### src/rtl/ifu_align_buffer.sv
// Instruction realignment buffer: stores fetch words as 16-bit parcels and presents
// one whole instruction per cycle (compressed or 32-bit) together with its PC.
module ifu_align_buffer #(
   parameter int               FETCH_W  = 32,
   parameter int               DEPTH    = 8,
   parameter int               XLEN     = 64,
   parameter logic [XLEN-1:0]  RESET_PC = 'h8000_0000,
   parameter bit               RVC_EN   = 1'b1
) (
   input  logic                clk,
   input  logic                reset,
   input  logic                fetch_valid,
   output logic                fetch_ready,
   input  logic [FETCH_W-1:0]  fetch_data,
   input  logic                flush,
   input  logic [XLEN-1:0]     flush_pc,
   output logic                instr_valid,
   input  logic                instr_ready,
   output logic [31:0]         instr,
   output logic                instr_compressed,
   output logic                instr_illegal,
   output logic [XLEN-1:0]     instr_pc
);

   localparam int P  = FETCH_W / 16;
   localparam int PW = $clog2(P);
   localparam int AW = $clog2(DEPTH);
   localparam int CW = AW + 1;

   logic [15:0]     r_mem [DEPTH];
   logic [AW-1:0]   r_head;
   logic [AW-1:0]   r_tail;
   logic [CW-1:0]   r_count;
   logic [XLEN-1:0] r_pc;
   logic [PW-1:0]   r_skip;

   logic [AW-1:0]   w_head_p1;
   logic [15:0]     w_p0;
   logic [15:0]     w_p1;
   logic            w_comp;
   logic            w_valid;
   logic            w_ready;
   logic            w_push;
   logic            w_pop;
   logic [CW-1:0]   w_push_n;
   logic [CW-1:0]   w_pop_n;

   assign w_head_p1 = r_head + AW'(1);
   assign w_p0      = r_mem[r_head];
   assign w_p1      = r_mem[w_head_p1];
   assign w_comp    = (w_p0[1:0] != 2'b11);
   // A 32-bit instruction waits until its upper parcel has arrived.
   assign w_valid   = (r_count != '0) && (w_comp || (r_count >= CW'(2)));
   assign w_ready   = (r_count <= CW'(DEPTH - P));
   assign w_push    = fetch_valid && w_ready && !flush;
   assign w_pop     = w_valid && instr_ready && !flush;
   assign w_push_n  = CW'(P) - CW'(r_skip);
   assign w_pop_n   = w_comp ? CW'(1) : CW'(2);

   // NOTE: parcel storage has no reset; r_count alone decides which entries are live.
   always_ff @(posedge clk) begin
      if (w_push) begin
         for (int i = 0; i < P; i++) begin
            if (i >= int'(r_skip))
               r_mem[r_tail + AW'(i - int'(r_skip))] <= fetch_data[16*i +: 16];
         end
      end
   end

   always_ff @(posedge clk) begin
      if (reset) begin
         r_head  <= '0;
         r_tail  <= '0;
         r_count <= '0;
         r_pc    <= RESET_PC;
         r_skip  <= RESET_PC[PW:1];
      end else if (flush) begin
         r_head  <= '0;
         r_tail  <= '0;
         r_count <= '0;
         r_pc    <= {flush_pc[XLEN-1:1], 1'b0};
         r_skip  <= flush_pc[PW:1];
      end else begin
         if (w_push) begin
            r_tail <= r_tail + AW'(w_push_n);
            r_skip <= '0;
         end
         if (w_pop) begin
            r_head <= r_head + AW'(w_pop_n);
            r_pc   <= r_pc + (w_comp ? XLEN'(2) : XLEN'(4));
         end
         r_count <= r_count + (w_push ? w_push_n : '0) - (w_pop ? w_pop_n : '0);
      end
   end

   always_comb begin
      fetch_ready      = w_ready;
      instr_valid      = w_valid;
      instr_pc         = r_pc;
      instr            = '0;
      instr_compressed = 1'b0;
      instr_illegal    = 1'b0;
      if (w_valid) begin
         instr            = w_comp ? {16'h0000, w_p0} : {w_p1, w_p0};
         instr_compressed = w_comp;
         instr_illegal    = w_comp && !RVC_EN;
      end
   end

endmodule

### config.mk
export PLATFORM = sky130hd
export DESIGN_NAME = ifu_align_buffer
export DESIGN_NICKNAME = d
export VERILOG_FILES = /design/src/rtl/ifu_align_buffer.sv
export SDC_FILE = /design/constraint.sdc
export NUM_CORES = 1
export LEC_CHECK = 0
export CAP_MARGIN = 15
export CORE_ASPECT_RATIO = 2
export CORE_MARGIN = 8
export CORE_UTILIZATION = 55
export CTS_CLUSTER_SIZE = 8
export DETAILED_ROUTE_END_ITERATION = 10
export GPL_ROUTABILITY_DRIVEN = 0
export PLACE_DENSITY = 0.79
export SYNTH_ARGS = -nofsm -noshare
export SYNTH_HDL_FRONTEND = slang
export SYNTH_SLANG_ARGS = --single-unit
export TNS_END_PERCENT = 10
### constraint.sdc
create_clock -name clk -period 6.7 [get_ports clk]
set_input_delay 1.34 -clock clk [delete_from_list [all_inputs] [get_ports clk]]
set_output_delay 1.34 -clock clk [all_outputs]
set_load 0.01 [all_outputs]
==> run summary, run 1 <==
global-route wire length before repair -> 56900 µm
synth warn -> 0
post-synthesis cell type count -> 63
grt met3 use -> 4.60%
die width -> 122 µm
Clock transition at path regs -> 0.05 ns
share of the synthesized area in the top cell type -> 30.9%
worst r2r dst -> instr_pc[33]
crit-path max FO -> 21
Worst Setup Start Kind -> flip-flop
flop2flop setup slack -> 1.86 ns
Final Hold Vio Count -> 0
Clock Tree Buf Depth -> 3
Net count, final -> 1331
num ports -> 201
Slowest-stage cell, CP -> nand2_1
Achievable Freq -> 178 MHz
Peak VDD IR -> 0.000229 V
Placement Setup Slack -> 1.64 ns
met2 usage -> 43.8%
crit path time final -> 5.62 ns
Worst Skew -> 0.0106 ns
WL/cell -> 24.4 µm
insertion delay to the later sink of the worst-skew pair -> 0.56 ns
antenna violations before repair -> 0
Fillers -> 1671
Crit. End Element -> primary output
worst setup path class -> reg -> out
Worst Hold Path Cells -> 2
Routed WL -> 36800 µm
floorplan core area -> 22400 µm²
via count -> 9864
Max stage delay on crit path -> 0.70 ns
DP Wirelength -> 23900 µm
Final Worst Setup Slack -> 1.08 ns
Post-Synthesis Mean Instance Area -> 11.9 µm²
H-tree Lvls -> 1
die area -> 28000 µm²
CP cell instances -> buf_4 > mux4_2 > mux2i_4 > nor2_1 > nand2_1 > a21oi_1 > clkdlybuf4s50_1
Post-synth EDFFs -> 128
CP required -> 5.36 ns
Post-CTS Hold Buffers -> 0
CTS root buf -> clkbuf_16
Cells after Synth -> 1043
GRT Resource Usage Total -> 26.0%
Buffers on Ports -> 197
Hold Path Class -> reg -> reg
Pwr Density -> 232 nW/µm²
vias in the first global route -> 10.1k
Congestion Overflow GR -> 0
RSZ-0062 raised after global routing -> false
clock sinks -> 205
Slew HR -> 19.7%
fin crit share -> 83.9%
Worst Reg-to-Reg Cells -> 13
status -> completed
synth top area cells -> edfxtp_1, dfxtp_1, mux2_2
DRT iter0 DRCs -> 934
Yosys reg bits -> 205
number of max-cap violations -> 0
Post-Route Setup TNS -> 0 ns
slew of the pin with the lowest slew margin -> 1.20 ns
top cell types by occurrence after synthesis -> edfxtp_1, mux2_2, nor2_1
Top Usage Layer GRT -> met2
Async SR Flop Fraction -> 0%
hold path start -> instr_pc[1]
CP arrival -> 4.28 ns
Initial Util -> 55.5%
pins over their slew limit -> 0
TritonCTS clock tree -> done
post-CTS setup repair buffer count -> 0
row count -> 78
Layout area overhead -> 23.7%
pin count of the biggest net entering global routing -> 107
top_reg_cell synth -> edfxtp_1
Gates resized, CTS repair -> 0
CTS buffer count -> 29
Yosys top cell by area -> edfxtp_1
vias per inst -> 6.55
antenna-violating nets left -> 0
leakage -> 0.00499 µW
Seq/Total Area, Yosys -> 43.3%
met1 Use GR -> 31.3%
Remaining DRCs -> 0
die height -> 229 µm
share of layout cells above drive strength 1 -> 22.8%
drt pass-1 iters -> 6
Final Setup Violations -> 0
Synth Cell Area -> 12400 µm²
Hold EP -> instr_pc[1]
# diodes -> 0
-- power breakdown --
| group | leakage (µW) | switching [µW] | internal (µW) | total (µW) |
|---|---|---|---|---|
| Clock | 0.000390 | 541 | 795 | 1340 |
| Combinational | 0.00280 | 378 | 382 | 760 |
| Sequential | 0.00180 | 62.7 | 1420 | 1480 |
| Total | 0.00499 | 982 | 2600 | 3580 |
-- metal layers --
| layer | vias up | part of all wire, % |
|---|---|---|
| met1 | 4910 | 37 |
| met2 | 463 | 51 |
| met5 | - | 0 |
| met3 | 96 | 7.5 |
| met4 | 0 | 4.0 |
| li1 | 4395 | - |
-- critical path, delay by kind of cell (launching register included) --
kind                   cells  cell delay [ns]
AOI/OAI and AO/OA          1             0.49
buffers and inverters      2             1.06
DFF                        1             0.60
muxes                      2             0.43
and+or+nand+nor            2             1.12
-- per-stage QoR --
step	total power, µW	area, µm²	hold slack [ns]	std cells	util (%)
2_1_floorplan	1910	12500	0.503	1044	-
3_3_place_gp	2240	14600	0.503	1460	65.0
3_5_place_dp	2260	14600	0.514	1460	65.0
4_1_cts	3600	15400	0.526	1507	68.6
5_1_grt	3710	15400	0.563	1507	68.6
6_report	3580	15400	0.528	1507	68.6
-- state kept, by name, summed over array words and instances (netlist names), named ones only --
signal,cells
r_head,3
r_tail,3
r_skip,1
r_count,4
r_mem,128
instr_pc,63
-- cell usage in the layout (no fill, tap or decap), drive strengths merged, types with 10 or more instances in the layout --
| master | netlist | final |
|---|---|---|
| and4 | 14 | 14 |
| mux2i | 20 | 20 |
| nor2 | 85 | 85 |
| ha | 13 | 13 |
| nand4 | 28 | 28 |
| a21oi | 37 | 37 |
| clkdlybuf4s50 | 0 | 195 |
| buf | 24 | 21 |
| edfxtp | 128 | 128 |
| nand2 | 74 | 74 |
| and3 | 14 | 14 |
| nand3 | 38 | 38 |
| a211oi | 50 | 50 |
| a211o | 10 | 10 |
| dfxtp | 77 | 77 |
| xnor2 | 42 | 42 |
| a2111oi | 25 | 25 |
| mux2 | 128 | 128 |
| nor3 | 15 | 15 |
| clkbuf | 56 | 45 |
| mux4 | 64 | 64 |
| inv | 24 | 24 |
-- how the worst max path moves through the flow --
stage,slack [ns],cells past startpoint,end,from
2_1_floorplan,2.89,14,instr_pc[53],flip-flop
3_3_place_gp,1.79,7,instr[30],flip-flop
6_report,1.08,7,instr[31],flip-flop
3_5_place_dp,1.64,7,instr[30],flip-flop
5_1_grt,0.87,7,instr[30],flip-flop
4_1_cts,1.06,7,instr[30],flip-flop
-- kinds of logic (layout without fill, tap and decap cells) --
| family | Yosys count | after routing | synth area share, % |
|---|---|---|---|
| other | 1 | 2 | 0.0301 |
| buffers and inverters | 104 | 287 | 3.56 |
| adder cells (fa/ha/maj) | 19 | 19 | 2.27 |
| multiplexers | 212 | 212 | 25.0 |
| AND/OR/NAND/NOR | 292 | 292 | 11.6 |
| XOR/XNOR | 48 | 48 | 3.38 |
| AO/OA/AOI/OAI | 162 | 162 | 10.9 |
| flip-flops | 205 | 205 | 43.3 |
-- final cells by class --
| class | count | area (µm²) | area share [%] |
|---|---|---|---|
| Clock inverter | 2 | 25.0 | 0.163 |
| Inverter | 24 | 91.3 | 0.593 |
| Tap cell | 280 | 350 | 2.28 |
| Multi-Input combinational cell | 735 | 6650 | 43.2 |
| Sequential cell | 205 | 5390 | 35.0 |
| Timing Repair Buffer | 216 | 2100 | 13.7 |
| Clock buffer | 45 | 786 | 5.10 |
Power figures use the tool's default switching activity.
==> run 2, diff against run 1 <==
--- a/config.mk
+++ b/config.mk
@@ -8,11 +8,11 @@
 export CAP_MARGIN = 15
 export CORE_ASPECT_RATIO = 2
 export CORE_MARGIN = 8
-export CORE_UTILIZATION = 55
+export CORE_UTILIZATION = 49
 export CTS_CLUSTER_SIZE = 8
 export DETAILED_ROUTE_END_ITERATION = 10
 export GPL_ROUTABILITY_DRIVEN = 0
-export PLACE_DENSITY = 0.79
+export PLACE_DENSITY = 0.74
 export SYNTH_ARGS = -nofsm -noshare
 export SYNTH_HDL_FRONTEND = slang
 export SYNTH_SLANG_ARGS = --single-unit
==> constraint.sdc (replaced) <==
create_clock -name clk -period 4.9 [get_ports clk]
set_input_delay 0.98 -clock clk [delete_from_list [all_inputs] [get_ports clk]]
set_output_delay 0.98 -clock clk [all_outputs]
set_load 0.01 [all_outputs]
==> run summary, run 2 (synthesized netlist as in run 1, its figures left out) <==
status -> completed
Final Worst Setup Slack -> 0.388 ns
Routed WL -> 38400 µm
most common cell after layout, fill and taps aside -> clkdlybuf4s50_1
WL met3 -> 2270 µm
highest routed metal layer -> met4
Layout area overhead -> 24.9%
drt pass-1 iters -> 5
TritonCTS clock tree -> done
GRT Resource Usage Total -> 24.4%
Achievable Freq -> 222 MHz
Worst Reg-to-Reg Cells -> 11
CP required -> 5.37 ns
Remaining DRCs -> 0
P_sw -> 1340 µW
Pwr Density -> 314 nW/µm²
internal power -> 3550 µW
leakage -> 0.00505 µW
most frequent CP cell -> inv_1
flop2flop setup slack -> 0.39 ns
die height -> 241 µm
Fillers -> 2093
via count -> 9778
fin crit share -> 92.1%
Initial Util -> 49.7%
Worst Skew -> 0.0166 ns
die width -> 129 µm
WL/cell -> 24.3 µm
row count -> 82
CTS buffer count -> 29
Net count, final -> 1345
Slew HR -> 26.9%
H-tree Lvls -> 1
Top reg by flops -> r_mem
Placement Setup Slack -> 0.315 ns
antenna-violating nets left -> 0
worst setup path class -> reg -> reg
Gate power share -> 21.5%
CP cell instances -> mux4_2 > mux2i_4 > nor2_1 > inv_1 > ha_1 > inv_1 > fa_1 > or3_1 > a2111oi_1 > mux2i_1 > o211a_1
Slowest-stage cell, CP -> or3_1
multi-input combinational cell area -> 6640 µm²
worst r2r dst -> instr_pc[53]
RSZ-0062 raised after global routing -> false
Final Cell Area -> 15500 µm²
most frequent cells in the layout -> clkdlybuf4s50_1, mux2_2, edfxtp_1, nor2_1, dfxtp_1
CTS root buf -> clkbuf_16
placed instance area -> 14700 µm²
crit-path max FO -> 22
pins over their slew limit -> 0
DP Wirelength -> 26500 µm
global-route wire length before repair -> 58200 µm
Post-CTS Hold Buffers -> 0
Reg power frac -> 41.4%
Buffers on Ports -> 197
Final Setup Violations -> 0
FF/Latch Area -> 5390 µm²
Gates resized, CTS repair -> 0
hold path start -> instr_pc[1]
Net Sw Frac -> 27.4%
clock sinks -> 205
CP arrival -> 4.99 ns
Clock transition at path regs -> 0.06 ns
pin count of the biggest net entering global routing -> 57
number of max-cap violations -> 0
Post-Route Setup TNS -> 0 ns
die area -> 31100 µm²
vias in the first global route -> 10.2k
Worst Hold Path Cells -> 2
Hold EP -> instr_pc[1]
Pwr Total -> 4890 µW
Clk network pwr share -> 37.1%
post-CTS setup repair buffer count -> 0
num ports -> 201
Worst Setup Start Kind -> flip-flop
M1 WL -> 13000 µm
Max stage delay on crit path -> 0.85 ns
Crit. End Element -> flip-flop
antenna violations before repair -> 2
Core Util, Final -> 62.1%
slew of the pin with the lowest slew margin -> 1.10 ns
floorplan core area -> 25000 µm²
Clock Tree Buf Depth -> 3
Congestion Overflow GR -> 0
met2 WL -> 21700 µm
share of layout cells above drive strength 1 -> 23.5%
Hold Path Class -> reg -> reg
crit path time final -> 4.51 ns
DRT iter0 DRCs -> 758
Final Hold Vio Count -> 0
vias per inst -> 6.19
Peak VDD IR -> 0.000277 V
insertion delay to the later sink of the worst-skew pair -> 0.55 ns
max reg flops -> 128
-- run 2: layout make-up --
type / count / share of cell area [%]
Antenna cell: 2 / 0.0322
Multi-Input combinational cell: 735 / 42.7
Clock inverter: 1 / 0.0322
Inverter: 24 / 0.587
Timing Repair Buffer: 230 / 14.2
Clock buffer: 46 / 5.08
Sequential cell: 205 / 34.7
Tap cell: 336 / 2.70
-- run 2: per-layer routing --
metal,vias to the layer above,global-route usage (%)
met5,-,0
met4,0,11.5
met3,94,3.64
met2,409,47.1
met1,4852,24.9
li1,4423,-
-- run 2: per-stage QoR --
| stage | instances | hold slack (ns) |
|---|---|---|
| after CTS | 1577 | 0.529 |
| after floorplan | 1044 | 0.503 |
| after global routing | 1579 | 0.562 |
| final | 1579 | 0.524 |
| after global placement | 1530 | 0.504 |
| after detailed placement | 1530 | 0.521 |
-- run 2: how the worst max path moves through the flow --
stage | endpoint | slack (ns) | cells after the start
final | instr_pc[53] | 0.39 | 11
after detailed placement | instr_pc[51] | 0.32 | 11
after global placement | instr_pc[43] | 0.44 | 11
after floorplan | instr_pc[53] | 1.09 | 14
after global routing | instr_pc[43] | 0.14 | 11
after CTS | instr_pc[7] | 0.28 | 11
-- run 2: power groups by stage --
stage | sequential [µW] | clock, µW | combinational (µW)
3_3_place_gp | 2050 | 0 | 1040
6_report | 2020 | 1810 | 1050
2_1_floorplan | 2040 | 0 | 562
4_1_cts | 2020 | 1840 | 1060
5_1_grt | 2030 | 1910 | 1130
3_5_place_dp | 2060 | 0 | 1050
-- run 2: critical path, delay by kind of cell (launching register included) --
family	cells	cell delay, ns
DFF	1	0.70
adders and majority gates	2	0.63
buffers and inverters	2	0.24
and+or+nand+nor	2	0.96
muxes	3	1.13
AOI/OAI and AO/OA	2	0.78
==> patch: new RTL, config.mk and constraints of run 2 <==
Reset style: asynchronous (`reset`), changed in one clocked block.
--- a/src/rtl/ifu_align_buffer.sv
+++ b/src/rtl/ifu_align_buffer.sv
@@ -68,5 +68,5 @@
    end
 
-   always_ff @(posedge clk) begin
+   always_ff @(posedge clk or posedge reset) begin
       if (reset) begin
          r_head  <= '0;
Function: differs if reset is asserted again (counterexample within 4 cycles, from zero or initial values and one cycle with reset high); with reset held inactive, the same outputs for 4 cycles.
==> patch against run 2 <==
Synthesized cell count shrank 2.6%; sequential cell count down 3; worst hold slack improved by 0.027 ns; wire length down 3.4%; worst setup slack worse by 0.18 ns; cell area increased by 0.31%; sequential share of layout area grew 1.9 points; cell count decreased by 0.89%; synthesized area is 0.19% lower; largest cell class unchanged; highest routed layer unchanged.
Power is not compared: it rests on default switching activity, and its combinational part moved more than twofold at a synthesized area within 25%.
==> patch: results (changes against run 2) <==
Logic synthesis
  – Area contributors post-synth: edfxtp_1 (31%), dfrtp_1 (15%), mux2_2 (12%)
  – Most instantiated cells after synthesis: mux2_2 (134), edfxtp_1 (128), nand2_1 (116)
  – Number of synthesized flops with an enable pin: 128 (unchanged)
  – Distinct cell type count after synthesis: 61 (-3.2%)
  – Synth async-reset ratio: 36.6% (+37 points)
  – Register area share after synthesis: 45.9% (+2.6 points)
  – Synth warn: 0 (unchanged)

Worst hold path
  – Class of the worst hold path: flop to flop

CTS
  – Worst-Skew Late Latency: 0.55 ns (about the same)
  – Setup repair bufs after CTS: 0 (unchanged)
  – Hold buffers post-CTS: 0 (unchanged)
  – Clock-pin slew on the worst setup and hold paths: 0.06 ns (about the same)
  – Root buf cell: clkbuf_16
  – H-tree depth: 1 (unchanged)
  – CTS buffer count: 29 (unchanged)
  – Post-CTS Resized: 0 (unchanged)

Final layout
  – Layout cell share with drive strength beyond 1: 24.4% (+0.88 points)
  – Largest register FFs: 128 (unchanged)
  – Ant diodes: 0 (-2)
  – Final #Nets: 1327 (-1.3%)
  – Fillers: 2036 (-2.7%)

Global routing
  – Initial antenna violation count: 0 (-2)
  – Total Routing Usage GR: 23.8% (-0.61 points)
  – Largest net degree at the start of global routing: 65 (+14%)
  – Vias in the first global route: 9984 (-1.7%)
  – First-pass GRT wire length: 56200 microns (-3.4%)

Place
  – Post-DP Area: 14800 sq um (+0.16%)
  – I/O Buffers: 197 (unchanged)
  – Detailed Place HPWL: 25700 microns (-2.7%)

Power
  – Leak: 5.39 nW

Critical path
  – Cell family with most CP delay: buffers and inverters
  – Critical Path Fanout Max: 43 (+95%)
  – Critical Path AT: 3.71 ns (-1.28 ns)
  – Critical path's slowest cell: xnor2_1
  – Slowest stage delay, CP: 0.69 ns (-0.16 ns)

Drt
  – DR WL met2: 20100 microns (-7.0%)
  – Met1 WL: 12700 microns (-2.1%)
  – Routed met3 length: 2540 microns (+12%)
  – Max Used Layer: met4
  – DRT iter0 DRCs: 554 (-27%)
  – Final WL: 37100 microns (-3.4%)
  – Vias: 9503 (-2.8%)

STA
  – Worst clock skew: 0.0148 ns (-0.00186 ns)
  – Worst Tran Pin Value: 1.01 ns (-0.0825 ns)

Run status
  – Outcome: completed
==> patch: cell count changes after synthesis, moves of 9 or more <==
cell and change:
clkbuf_1 -23, o21ai_1 +13, o21ai_0 +20, dfxtp_1 -77
or4_1 +9, o2111a_1 -9, nand2_1 +43, nor2_1 -33
dfrtp_1 +73, a211oi_1 -41
==> patch: worst paths after layout <==
path | startpoint | end | slack (ns) | depth (start not counted)
setup / recovery | r_head[0]$_DFFE_PP0N_ | instr[22] | 0.21 | 7
setup reg to reg | r_head[2]$_DFFE_PP0N_ | instr_pc[63]$_DFFE_PP0N_ | 0.69 | 13
max in group asynchronous | reset | instr_pc[31]$_DFFE_PP1N_ | 3.07 | 3
min in group asynchronous | reset | instr_pc[59]$_DFFE_PP0N_ | 0.86 | 2
hold / removal | instr_pc[1]$_DFFE_PP0N_ | instr_pc[1]$_DFFE_PP0N_ | 0.55 | 2
hold reg to reg | instr_pc[1]$_DFFE_PP0N_ | instr_pc[1]$_DFFE_PP0N_ | 0.55 | 2
==> patch: where the power goes <==
| part | internal, mW | total [mW] | switching (mW) |
|---|---|---|---|
| clock network | 1.10 | 1.85 | 0.744 |
| logic | 1.47 | 3.00 | 1.53 |
| registers | 2.00 | 2.15 | 0.152 |
==> patch: metrics by stage <==
step                      power, mW  instances  setup slack [ns]  hold WS [ns]
final                          7.00       1565             0.207         0.551
after detailed placement       5.20       1512             0.729         0.545
after global routing           7.35       1565            0.0268         0.598
after CTS                      7.08       1565             0.131         0.552
after floorplan                4.05       1017              1.27         0.515
after global placement         5.15       1512             0.797         0.539
==> patch: worst min-delay path, cell delays in order, from the launching register on <==
cell	delay, ns
dfrtp_1	0.40
nand2_1	0.06
a2bb2oi_1	0.05
==> patch: cells by family (layout without fill, tap and decap cells) <==
logic type                 Yosys count  count (layout)  share of synthesized area [%]
muxes                              215             215                           25.3
and+or+nand+nor                    290             290                           11.6
buffers and inverters               98             310                           3.34
AOI/OAI and AO/OA                  146             146                           8.46
DFF                                202             202                           45.9
xor gates and xnor gates            45              45                           3.17
other                                1               2                         0.0302
adders and majority gates           19              19                           2.28
==> patch: area by class of cell <==
class,count,area [sq um],area share [%]
Tap cell,336,420,2.70
Inverter,30,114,0.730
Clock inverter,2,17.5,0.112
Clock buffer,51,808,5.18
Timing Repair Buffer,227,2190,14.1
Sequential cell,202,5700,36.6
Multi-Input combinational cell,717,6340,40.6
==> patch: per-layer routing <==
layer / track usage, % / vias up
met5: 0 / -
met1: 24.6 / 4727
met3: 3.92 / 109
li1: - / 4240
met2: 44.5 / 427
met4: 13.0 / 0
